===== config.mk =====
export PLATFORM = sky130hd
export DESIGN_NAME = bcd_scan_display
export DESIGN_NICKNAME = d
export VERILOG_FILES = /design/src/rtl/bcd_scan_display.sv
export SDC_FILE = /design/constraint.sdc
export NUM_CORES = 1
export LEC_CHECK = 0
export CORE_AREA = 2 2 71 90
export DETAILED_ROUTE_END_ITERATION = 12
export DIE_AREA = 0 0 73 92
export PLACE_DENSITY = 0.76
export SYNTH_ARGS = -nofsm -noshare
export SYNTH_HDL_FRONTEND = slang
export SYNTH_SLANG_ARGS = --single-unit

===== constraint.sdc =====
create_clock -name clk -period 2.3 [get_ports clk]
set_input_delay 0.46 -clock clk [delete_from_list [all_inputs] [get_ports clk]]
set_output_delay 0.46 -clock clk [all_outputs]
set_load 0.005 [all_outputs]

===== src/rtl/bcd_scan_display.sv =====
// Time-multiplexed common-anode 7-segment driver for packed BCD digits with frame-coherent snapshots.
// Define BCD_SCAN_LZB_EN to enable leading-zero blanking.
module bcd_scan_display #(
    parameter int NUM_DIGITS  = 4,
    parameter int REFRESH_DIV = 1000
) (
    input  logic                    clk,
    input  logic                    reset,
    input  logic [4*NUM_DIGITS-1:0] digits_in,
    input  logic                    load,
    output logic [6:0]              seg,
    output logic [NUM_DIGITS-1:0]   an,
    output logic                    frame_done
);
    localparam int DIV_W = $clog2(REFRESH_DIV);
    localparam int IDX_W = $clog2(NUM_DIGITS);

    logic [DIV_W-1:0]        div_cnt_q, div_cnt_d;
    logic [IDX_W-1:0]        idx_q, idx_d;
    logic [4*NUM_DIGITS-1:0] staging_q, staging_d;
    logic [4*NUM_DIGITS-1:0] shadow_q, shadow_d;
    logic                    pending_q, pending_d;
    logic [6:0]              seg_q, seg_d;
    logic [NUM_DIGITS-1:0]   an_q, an_d;
    logic                    frame_done_q, frame_done_d;

    logic                    div_end, idx_end, boundary;
    logic [3:0]              shadow_digit [NUM_DIGITS];
    logic [3:0]              cur_digit;

    function automatic logic [6:0] decode(input logic [3:0] v);
        case (v)
            4'd0:    decode = 7'b1000000;
            4'd1:    decode = 7'b1111001;
            4'd2:    decode = 7'b0100100;
            4'd3:    decode = 7'b0110000;
            4'd4:    decode = 7'b0011001;
            4'd5:    decode = 7'b0010010;
            4'd6:    decode = 7'b0000010;
            4'd7:    decode = 7'b1111000;
            4'd8:    decode = 7'b0000000;
            4'd9:    decode = 7'b0010000;
            default: decode = 7'b0111111;
        endcase
    endfunction

    for (genvar gi = 0; gi < NUM_DIGITS; gi++) begin : g_digit
        assign shadow_digit[gi] = shadow_q[4*gi +: 4];
    end

`ifdef BCD_SCAN_LZB_EN
    logic [NUM_DIGITS-1:0] lead_zero;
    logic                  zero_run;

    // lead_zero[i] is set when digit i and every digit above it are zero
    always_comb begin
        lead_zero = '0;
        zero_run  = 1'b1;
        for (int i = NUM_DIGITS - 1; i >= 0; i--) begin
            zero_run     = zero_run && (shadow_digit[i] == 4'd0);
            lead_zero[i] = zero_run;
        end
    end
`endif

    always_comb begin
        div_end   = (div_cnt_q == DIV_W'(REFRESH_DIV - 1));
        idx_end   = (idx_q == IDX_W'(NUM_DIGITS - 1));
        boundary  = div_end && idx_end;

        div_cnt_d = div_end ? '0 : div_cnt_q + 1'b1;
        idx_d     = idx_q;
        if (div_end) begin
            idx_d = idx_end ? '0 : idx_q + 1'b1;
        end

        staging_d = staging_q;
        shadow_d  = shadow_q;
        pending_d = pending_q;
        // A load coinciding with the boundary is fresher than anything staged
        if (boundary) begin
            if (load) begin
                shadow_d = digits_in;
            end else if (pending_q) begin
                shadow_d = staging_q;
            end
            pending_d = 1'b0;
        end else if (load) begin
            staging_d = digits_in;
            pending_d = 1'b1;
        end

        cur_digit = shadow_digit[idx_q];
        an_d      = ~({{(NUM_DIGITS-1){1'b0}}, 1'b1} << idx_q);
        seg_d     = decode(cur_digit);
`ifdef BCD_SCAN_LZB_EN
        if ((idx_q != '0) && lead_zero[idx_q]) begin
            an_d  = '1;
            seg_d = 7'b1111111;
        end
`endif
        frame_done_d = boundary;
    end

    always_ff @(posedge clk) begin
        if (reset) begin
            div_cnt_q    <= '0;
            idx_q        <= '0;
            staging_q    <= '0;
            shadow_q     <= '0;
            pending_q    <= 1'b0;
            seg_q        <= 7'b1111111;
            an_q         <= '1;
            frame_done_q <= 1'b0;
        end else begin
            div_cnt_q    <= div_cnt_d;
            idx_q        <= idx_d;
            staging_q    <= staging_d;
            shadow_q     <= shadow_d;
            pending_q    <= pending_d;
            seg_q        <= seg_d;
            an_q         <= an_d;
            frame_done_q <= frame_done_d;
        end
    end

    assign seg        = seg_q;
    assign an         = an_q;
    assign frame_done = frame_done_q;
endmodule


Word level (Yosys, flattened, before mapping) --
Memories as Yosys holds them, arrays and structs flattened. A register that Yosys moved wholly into a read port is not among the register bits. Index checks and enable logic that the tools add are counted. Widths: inputs -> output; s select.
Cells by class: add/subtract/negate cells 2, $mul 0, div/mod/pow operators 0, order comparisons 1, eq/ne operators 2, shift operators 1, muxes and demuxes 6, bitwise gates (word level) 3, reduce and logical (&&, ||, !) cells 6
Operators by type and width (count):
- $mux 16 | 2
- $add 10x1->10 const B | 1
- $eq 10x10->1 const B | 1
- $bmux 4 s2 | 1
- $mux 4 | 2
- $not 4->4 | 1
- $reduce_and 2->1 | 2
- $reduce_or 2->1 | 2
- $shl 1x2->4 const A | 1
- $ge 3x3->1 const B | 1
- $not 2->3 | 1
- $add 2x1->2 const B | 1
- $eq 2x2->1 const B | 1
- $mux 2 | 1
- $reduce_bool 2->1 | 1
- $logic_and 1x1->1 | 1
- $not 1->1 | 1
Word-level totals: register bits 50, latch bits 0, bits in writable memories 0, memory bits (read-only) 112, word-level logic and storage cells 29, memories 1
Memory list:
- (no name shown) | words 16, bits a word 7, rd ports 1, clocked after memory_dff 1, wr ports 0, line 32 | case (v)

Depth between registers and ports, before layout --
Gate-level depths: netlist of run 1.
word-level depth 4, gate-level depth with buffers 9, depth with buffers taken out 8

Worst setup path before layout of run 1 --
OpenSTA, ideal clock, no wires.
path type register -> register, start point register idx_q[0], end point register seg_q[4] (netlist: seg[4]), arrival 1.604 ns, required time 2.181 ns, path slack 0.577 ns, stages on the path, launching flop included 10, path buffers 1, period minus slack after synthesis 1.723 ns, path through dfxtp_1 > buf_6 > mux4_2 > inv_2 > ha_1 > inv_1 > a21oi_1 > o21ai_1 > nand2_1 > nand2_1
Between the ends: cells in the longest elaborated chain, start to end 4
Ends and longest elaborated chain:
- from (decl) | line 19 | logic [IDX_W-1:0] idx_q, idx_d;
- from (signal assigned) | line 117 | idx_q <= idx_d;
- $not 2->3 (implied by the code) | line 93 | cur_digit = shadow_digit[idx_q];
- $bmux 4 s2 | line 93
- $mux 4 (implied by the code) (2 in a row) | line 93
- to (decl) | line 23 | logic [6:0] seg_q, seg_d;
No other way between the ends. The select of a mux whose other input is x is not followed. A chain may end at the register's enable or synchronous reset.

Worst setup path in the final report of run 1 --
Ends and elaborated chain as after synthesis.

==> results of run 1 <==
-- worst paths after layout --
path,slack [ns],startpoint,to,depth (start not counted)
max,0.35,idx_q[0],seg[4],8
min,0.43,reset,div_cnt_q[9],2
max reg2reg,0.35,idx_q[0],seg[4],8
min reg2reg,0.45,staging_q[7],staging_q[7],2
-- logic make-up (layout without fill, tap and decap cells) --
group,Yosys count,in the layout,share of synthesized area [%]
xor gates and xnor gates,5,5,1.71
and+or+nand+nor,102,102,18.5
DFF,57,57,44.5
AOI/OAI and AO/OA,50,50,14.3
muxes,22,22,10.5
adders and majority gates,11,11,5.36
buffers and inverters,23,59,5.12
-- sequential cells by signal, summed over array words and instances (netlist names) --
name / cells
pending_q: 1
an: 4
staging_q: 16
shadow_q: 16
frame_done: 1
div_cnt_q: 10
seg: 7
idx_q: 2
-- metal layers --
layer | part of all wire (%) | routed length (um) | GRT usage, %
met5 | 0 | 0 | 0
met4 | 3.0 | 145 | 11.0
met3 | 3.7 | 175 | 4.73
met2 | 47 | 2250 | 25.8
met1 | 46 | 2190 | 18.7
-- worst max-delay path: cells and delay by family, from the launching register on --
family | cells | cell delay, ns
AO/OA/AOI/OAI | 2 | 0.18
buffers and inverters | 2 | 0.20
adder cells (fa/ha/maj) | 1 | 0.16
multiplexers | 1 | 0.62
AND/OR/NAND/NOR | 2 | 0.10
flip-flops | 1 | 0.58
-- report_power, final --
part	internal, mW	total, mW	switching [mW]
clock	0.444	0.816	0.371
combinational	0.0716	0.146	0.0743
sequential	1.02	1.03	0.0132
total	1.53	1.99	0.459
-- cell usage in the layout (no fill, tap or decap), types with 6 or more instances in the layout --
master           count
clkdlybuf4s50_1     29
a211oi_2            14
dfxtp_1             57
clkbuf_8            11
a21oi_1             24
nand2_1             43
mux2i_1             18
inv_1                6
nor2_1              37
ha_1                11
-- cell type report --
class	instances	area, um2	area share (%)
Sequential cell	57	1140	37.2
Inverter	8	30.0	0.978
Timing Repair Buffer	35	345	11.3
Tap cell	68	85.1	2.77
Clock inverter	3	15.0	0.489
Clock buffer	13	159	5.18
Multi-Input combinational cell	190	1290	42.2
-- through the flow --
stage                     utilization, %  std cells  hold WS, ns  setup slack, ns  area [um2]
final                               51.4        374        0.432            0.351        3070
after floorplan                        -        270        0.430            0.577        2570
after CTS                           51.4        374        0.408            0.336        3070
after global placement              48.5        358        0.441            0.414        2900
after global routing                51.4        374        0.420            0.200        3070
after detailed placement            48.5        358        0.447            0.342        2900
==> results.tsv, run 1 <==
metric	value	unit
CP Cell Sequence	mux4_2 > inv_1 > ha_1 > inv_1 > a21oi_1 > o21ai_1 > nand2_1 > nand2_1	
total of max-cap violations	0	
Post-synth EDFFs	0	
clk slew on worst S/H paths	0.06	ns
slew of the pin with the lowest slew margin	0.423	ns
DRC Markers	0	
Peak VDD IR	0.000371	V
crit end category	flip-flop	
initial core utilization	43.0	%
post-route ant nets	0	
slew margin rel.	71.8	%
total of warnings raised by yosys	0	
post-synthesis sequential area ratio	44.5	%
synth cell count leaders	57 x dfxtp_1, 43 x nand2_1, 37 x nor2_1, 24 x a21oi_1, 18 x mux2i_1	
Final Hold Fails	0	
slowest CP cell	mux4_2	
CTS root buf	clkbuf_8	
Fin Setup TNS	0	ns
Leak	1.18	nW
Detailed Route WL	4760	um
# rows	32	
Clock Skew	0.00511	ns
power consumption	1.99	mW
Synth Register Bits	57	
hold buffers post-CTS	0	
final net count	331	
cell taking the most area after synthesis	dfxtp_1	
worst setup path class	flip-flop to flip-flop	
CP Launch Type	flip-flop	
Cell Area, Synth	0.00257	mm2
share of layout cells above drive strength 1	15.4	%
H-tree depth	3	
CP Data Required Time	2.52	ns
Sink Count	57	
Starting DRT DRC Count	72	
most instantiated library cell after synthesis	dfxtp_1	
total vias in the final route	1894	
post-cts resize count	0	
vias per std cell	5.06	
detailed placer's ending HPWL	3410	um
Wirelength per Cell	12.7	um
Cells after Synth	270	
share of the synthesized area in the top cell type	44.5	%
average cell area after synthesis	9.50	um2
RSZ-0062 raised after global routing	no	
Die Y	92	um
die area	0.00672	mm2
filler instances	554	
RePlAce Congestion	0.765	
critical path arrival	2.17	ns
CTS tree	yes	
ranking of synthesized cells by area	dfxtp_1 44%, mux2i_1 7.0%, a211oi_2 6.8%, nand2_1 6.3%, nor2_1 5.4%	
GRT overflow	0	
GR Util All Layers	16.3	%
Antenna diodes	0	
P&R area growth vs syn	19.6	%
# setup viols final	0	
fmax	0.513	GHz
Die Width	73	um
Synth Flop Type	dfxtp_1	
DRT Pass-1 Iters	4	
Post CTS Setup Buffer Count	0	
I/O pin count	31	
power density cells	648	mW/mm2
cts bufs inserted	9	
outcome	completed	
Clock Path Buffers	2	
pin count of the biggest net entering global routing	33	
Post-synth ARST share	0	%
Hold Crit Class	input port to flip-flop	
Core Footprint	0.00597	mm2
critical-path maximum fanout	9	
syn_nets	300	
vias in the first global route	1864	
first-pass GRT wire length	8330	um
slowest stage delay, CP	0.62	ns
clk_lat worst skew	0.33	ns
Max Slew Vio Count	0	
library cells used by synthesis	38	
fin crit share	84.8	%
Port Buffer Count	30	
fin crit period	1.95	ns
initial antenna violation count	0	
No activity file was read; power rests on OpenSTA's default activity.
==> run 2, diff against run 1 <==
==> constraint.sdc (replaced) <==
create_clock -name clk -period 1.89 [get_ports clk]
set_input_delay 0.378 -clock clk [delete_from_list [all_inputs] [get_ports clk]]
set_output_delay 0.378 -clock clk [all_outputs]
set_load 0.005 [all_outputs]
==> run 2 against run 1 <==
Compared with the run above: die area is the same; sequential power grew 21%; fmax grew 15%; clock skew shrank 0.0024 ns; clock-buffer cell count grew 1; combinational power grew 29%; largest cell class unchanged; non-clock buffer count grew 4; critical path depth is the same.
==> results.tsv, run 2 (synthesis results as in run 1) <==
metric	value	unit
fin crit share	89.4	%
Regs by FF count	shadow_q (16), staging_q (16), div_cnt_q (10)	
die area	0.00672	mm2
launch point of the worst hold path	reset	
Sink Count	57	
slowest CP cell	mux4_2	
GRT overflow	0	
detailed placer's ending HPWL	3440	um
I/O pin count	31	
power density cells	796	mW/mm2
P&R area growth vs syn	22.5	%
critical-path maximum fanout	6	
clk_lat worst skew	0.33	ns
Core Footprint	0.00597	mm2
Peak VDD IR	0.000419	V
# setup viols final	0	
Hold Crit Class	input port to flip-flop	
slew margin rel.	77.0	%
most common cell after layout, fill and taps aside	dfxtp_1	
outcome	completed	
filler instances	543	
footprint of the multi-input gates	0.00129	mm2
critical path arrival	1.92	ns
cts bufs inserted	9	
Clk pwr share	42.5	%
r2r endpoint	seg[4]	
H-tree depth	3	
Port Buffer Count	30	
Post CTS Setup Buffer Count	0	
slew of the pin with the lowest slew margin	0.344	ns
CTS root buf	clkbuf_8	
Clock Path Buffers	2	
# rows	32	
crit end category	flip-flop	
Core Util, Final	52.7	%
Setup WS post-layout	0.200	ns
worst setup path class	flip-flop to flip-flop	
first-pass GRT wire length	8450	um
Detailed Route WL	4950	um
Flop pwr share	50.0	%
vias per std cell	5.18	
Hold EP	div_cnt_q[9]	
initial antenna violation count	0	
Register-to-Register Path Depth	8	
CTS tree	yes	
share of layout cells above drive strength 1	17.1	%
total of max-cap violations	0	
switching part of the total	22.3	%
DRC Markers	0	
Crit path max-delay family	multiplexers	
pin count of the biggest net entering global routing	33	
internal power of the cells	1.94	mW
RePlAce Congestion	0.784	
Gate power share	7.5	%
Starting DRT DRC Count	100	
GR Util All Layers	16.7	%
most frequent cells in the layout	56 x dfxtp_1, 43 x nand2_1, 37 x nor2_1	
r2r startpoint	idx_q[0]	
RSZ-0062 raised after global routing	no	
final net count	335	
post-route ant nets	0	
Max Slew Vio Count	0	
Wirelength per Cell	13.1	um
CP Cell Sequence	mux4_2 > inv_2 > ha_1 > inv_1 > a21oi_1 > o21ai_1 > nand2_1 > nand2_1	
most used cell along the critical path	nand2_1	
hold path depth	2	
Final Hold Fails	0	
fmax	0.592	GHz
CP Buf/Inv Count	2	
Die Y	92	um
clk slew on worst S/H paths	0.06	ns
initial core utilization	43.0	%
Fin Setup TNS	0	ns
FF-to-FF setup slack	0.20	ns
Antenna diodes	0	
Net Switching	559	uW
DRT Pass-1 Iters	4	
slowest stage delay, CP	0.58	ns
total vias in the final route	1958	
Leak	1.22	nW
FF+latch area	0.00114	mm2
worst slack, placed	0.148	ns
CP Data Required Time	2.12	ns
vias in the first global route	1953	
WHS	0.416	ns
Clock Skew	0.00272	ns
CP Launch Type	flip-flop	
Die Width	73	um
fin crit period	1.69	ns
-- run 2: cell types whose count changed in the layout (fill, tap and decap cells not counted), sizes merged --
cell,delta
buf,+4
clkbuf,+1
clkinv,-1
-- run 2: worst reg2reg max path: stages (launching register included) --
cell     delay (ns)
dfxtp_2        0.37
mux4_2         0.58
inv_2          0.13
ha_1           0.15
inv_1          0.05
a21oi_1        0.11
o21ai_1        0.07
nand2_1        0.07
nand2_1        0.05
-- run 2: how the worst max path moves through the flow --
| stage | start | end | slack (ns) | cells past startpoint |
|---|---|---|---|---|
| 2_1_floorplan | idx_q[0] | seg[4] | 0.17 | 9 |
| 3_3_place_gp | idx_q[0] | seg[4] | 0.21 | 8 |
| 3_5_place_dp | idx_q[0] | shadow_q[9] | 0.15 | 7 |
| 4_1_cts | idx_q[0] | shadow_q[9] | 0.13 | 7 |
| 5_1_grt | idx_q[1] | shadow_q[9] | 0.05 | 6 |
| 6_report | idx_q[0] | seg[4] | 0.20 | 8 |
-- run 2: area by class of cell --
cell class	count	share of cell area, %
Sequential cell	57	36.3
Tap cell	68	2.71
Clock inverter	2	0.318
Multi-Input combinational cell	190	41.1
Inverter	8	0.955
Timing Repair Buffer	39	12.7
Clock buffer	14	5.81
-- run 2: through the flow --
stage | power (mW) | std cells | area (um2)
3_3_place_gp | 1.46 | 362 | 2950
6_report | 2.50 | 378 | 3140
4_1_cts | 2.54 | 378 | 3140
5_1_grt | 2.60 | 378 | 3140
2_1_floorplan | 1.38 | 270 | 2570
3_5_place_dp | 1.47 | 362 | 2950
-- run 2: power by group through the flow --
| stage | clock network (mW) | registers (mW) | logic (mW) |
|---|---|---|---|
| global placement | 0 | 1.28 | 0.184 |
| CTS | 1.10 | 1.25 | 0.190 |
| finish | 1.06 | 1.25 | 0.188 |
| floorplan | 0 | 1.28 | 0.101 |
| detailed placement | 0 | 1.28 | 0.189 |
| global route | 1.14 | 1.25 | 0.208 |
-- run 2: timing repair --
| item | in CTS | in global routing |
|---|---|---|
| endpoints found under the setup margin | 0 | 2 |
| hold buffers | 0 | 0 |
| resized for setup | 0 | 1 |
-- run 2: layer usage --
metal | track usage (%) | routed length (um) | vias to the layer above
met5 | 0 | 0 | -
met4 | 13.7 | 210 | 0
met3 | 5.16 | 203 | 14
met2 | 25.2 | 2370 | 42
met1 | 18.7 | 2170 | 914
li1 | - | - | 988
==> edit, RTL diff (settings of run 1) <==
Add a define of `BCD_SCAN_LZB_EN`.
--- a/src/rtl/bcd_scan_display.sv
+++ b/src/rtl/bcd_scan_display.sv
@@ -1,5 +1,7 @@
 // Time-multiplexed common-anode 7-segment driver for packed BCD digits with frame-coherent snapshots.
 // Define BCD_SCAN_LZB_EN to enable leading-zero blanking.
+`define BCD_SCAN_LZB_EN
+
 module bcd_scan_display #(
     parameter int NUM_DIGITS  = 4,
     parameter int REFRESH_DIV = 1000
Check against the original RTL: same outputs for any inputs over 10 cycles, from zero or initial values and one cycle with reset high; that may be too few to reach the edited logic, so the function may still have changed.
==> edit against run 1 <==
Area after synthesis increased by 2.0%. Sequential power about the same. Cell count is 2.7% lower. Routed wire length shrank 5.8%. Final area grew 3.4%. Sequential cell count unchanged. Clock power is 18% higher. Power rose by 7.7%. Worst setup slack worse by 0.052 ns. Via count fell by 0.58%. Global-route usage down 0.67 points. Largest cell class unchanged.
==> edit: results (changes against run 1) <==
metric;value;unit;change
track_usage;15.68;%;was 16.35%
grt_max_degree;35;;was 33
finalNetCount;320;;was 331
clock_path_buffers;2;;unchanged
top_regs;shadow_q: 16 flops, staging_q: 16 flops, div_cnt_q: 10 flops;;unchanged
path_clk_slew;0.07;ns;
placed_area;2967;sq um;was 2895 sq um
status;finished clean;;unchanged
finalClockSkew;0.01196;ns;was 0.005107 ns
post_cts_buffers;0;;unchanged
routedWlPerCell;12.32;microns;was 12.73 microns
drt-pass1-iter-count;4;;unchanged
clockRootBuffer;clkbuf_8;;unchanged
arrival;2.21;ns;was 2.17 ns
async_flop_share;0;%;unchanged
synth.area.top_cells;dfxtp_1, mux2i_1, nor2_1, ha_1, a211oi_1;;was dfxtp_1, mux2i_1, a211oi_2, nand2_1, nor2_1
portBuffers;30;;unchanged
grt_pass1_vias;1780;;was 1,864
hold_path.class;reg2reg;;was in2reg
synth_ff_type;dfxtp_1;;unchanged
clock_latency;0.34;ns;
grt_pass1_wl;8066;microns;was 8328 microns
critical-path-slowest-cell;mux4_2;;unchanged
post_cts_resized;0;;unchanged
finalWeightedCongestion;0.8070;;was 0.7645
hold_violations;0;;unchanged
grt_util_met3;3.297;%;was 4.725%
gr-usage-met1;19.13;%;was 18.67%
ys_types;37;;was 38
vias_per_cell;5.173;;was 5.064
grt_use_met2;24.02;%;was 25.83%
critPathMaxStageDelay;0.58;ns;was 0.62 ns
drive_gt1_share;10.81;%;was 15.36%
mappedNetlistNets;291;;was 300
hpwl;3282;microns;was 3407 microns
leakage;1.276;nW;was 1.176 nW
slew-limit-headroom;48.58;%;was 71.77%
ys_warn_count;0;;unchanged
drtIter0Drc;52;;was 72
ir_worst_vdd;357.2;uV;was 370.8 uV
fillers;547;;was 554
cp_max_fo;7;;was 9
numCtsBuffers;9;;unchanged
seq_area_frac_synth;43.57;%;was 44.47%
antenna_cells;0;;unchanged
ys_top_cells_by_count;dfxtp_1, nor2_1, mux2i_1;;was dfxtp_1, nand2_1, nor2_1
cts_max_level;3;;unchanged
antenna_found_initial;0;;unchanged
edit: area by class of cell:
class	count	area (sq um)	area share, %
Timing Repair Buffer	37	365.4	11.51
Sequential cell	57	1141	35.95
Clock inverter	2	35.03	1.104
Clock buffer	14	172.7	5.440
Inverter	11	41.29	1.301
Tap cell	68	85.08	2.680
Multi-Input combinational cell	175	1334	42.02
edit: logic make-up after synthesis:
group	Yosys count	synth area share, %
buffers and inverters	30	5.494
flip-flops	57	43.57
AND/OR/NAND/NOR	73	14.81
AO/OA/AOI/OAI	44	11.42
XOR/XNOR	8	2.676
multiplexers	40	17.25
adder cells (fa/ha/maj)	10	4.778
edit: worst max-delay path: cells and delay by family (launching register included):
kind            cells  cell delay (ns)
compound gates      1             0.23
fa+ha+maj           1             0.18
buf+inv             2             0.33
flops               1             0.40
mux                 1             0.58
simple gates        2             0.15
edit: per-stage QoR:
| stage | instances | hold slack, ns | power (mW) | worst slack (ns) |
|---|---|---|---|---|
| 6_report | 364 | 0.4667 | 2.143 | 0.2985 |
| 4_1_cts | 364 | 0.4728 | 2.164 | 0.2577 |
| 5_1_grt | 364 | 0.4963 | 2.233 | 0.05525 |
| 3_3_place_gp | 348 | 0.4403 | 1.205 | 0.2939 |
| 3_5_place_dp | 348 | 0.4583 | 1.208 | 0.2273 |
| 2_1_floorplan | 262 | 0.4299 | 1.141 | 0.3671 |
edit: power by group:
part / total (mW) / internal, mW / switching (mW)
combinational: 0.153 / 0.0840 / 0.0689
clock: 0.959 / 0.588 / 0.371
sequential: 1.03 / 1.02 / 0.0143
edit: layer usage:
metal	up-vias	wire [microns]
met5	-	0
met4	0	128
met3	10	137
met2	29	2179
met1	864	2038
li1	980	-
edit: path summary, 6_finish.rpt:
path	slack [ns]	startpoint	end	cells after the start
setup / recovery	0.30	idx_q[0]	seg[5]	7
hold / removal	0.47	div_cnt_q[0]	div_cnt_q[0]	1
setup reg to reg	0.30	idx_q[0]	seg[5]	7
hold reg to reg	0.47	div_cnt_q[0]	div_cnt_q[0]	1
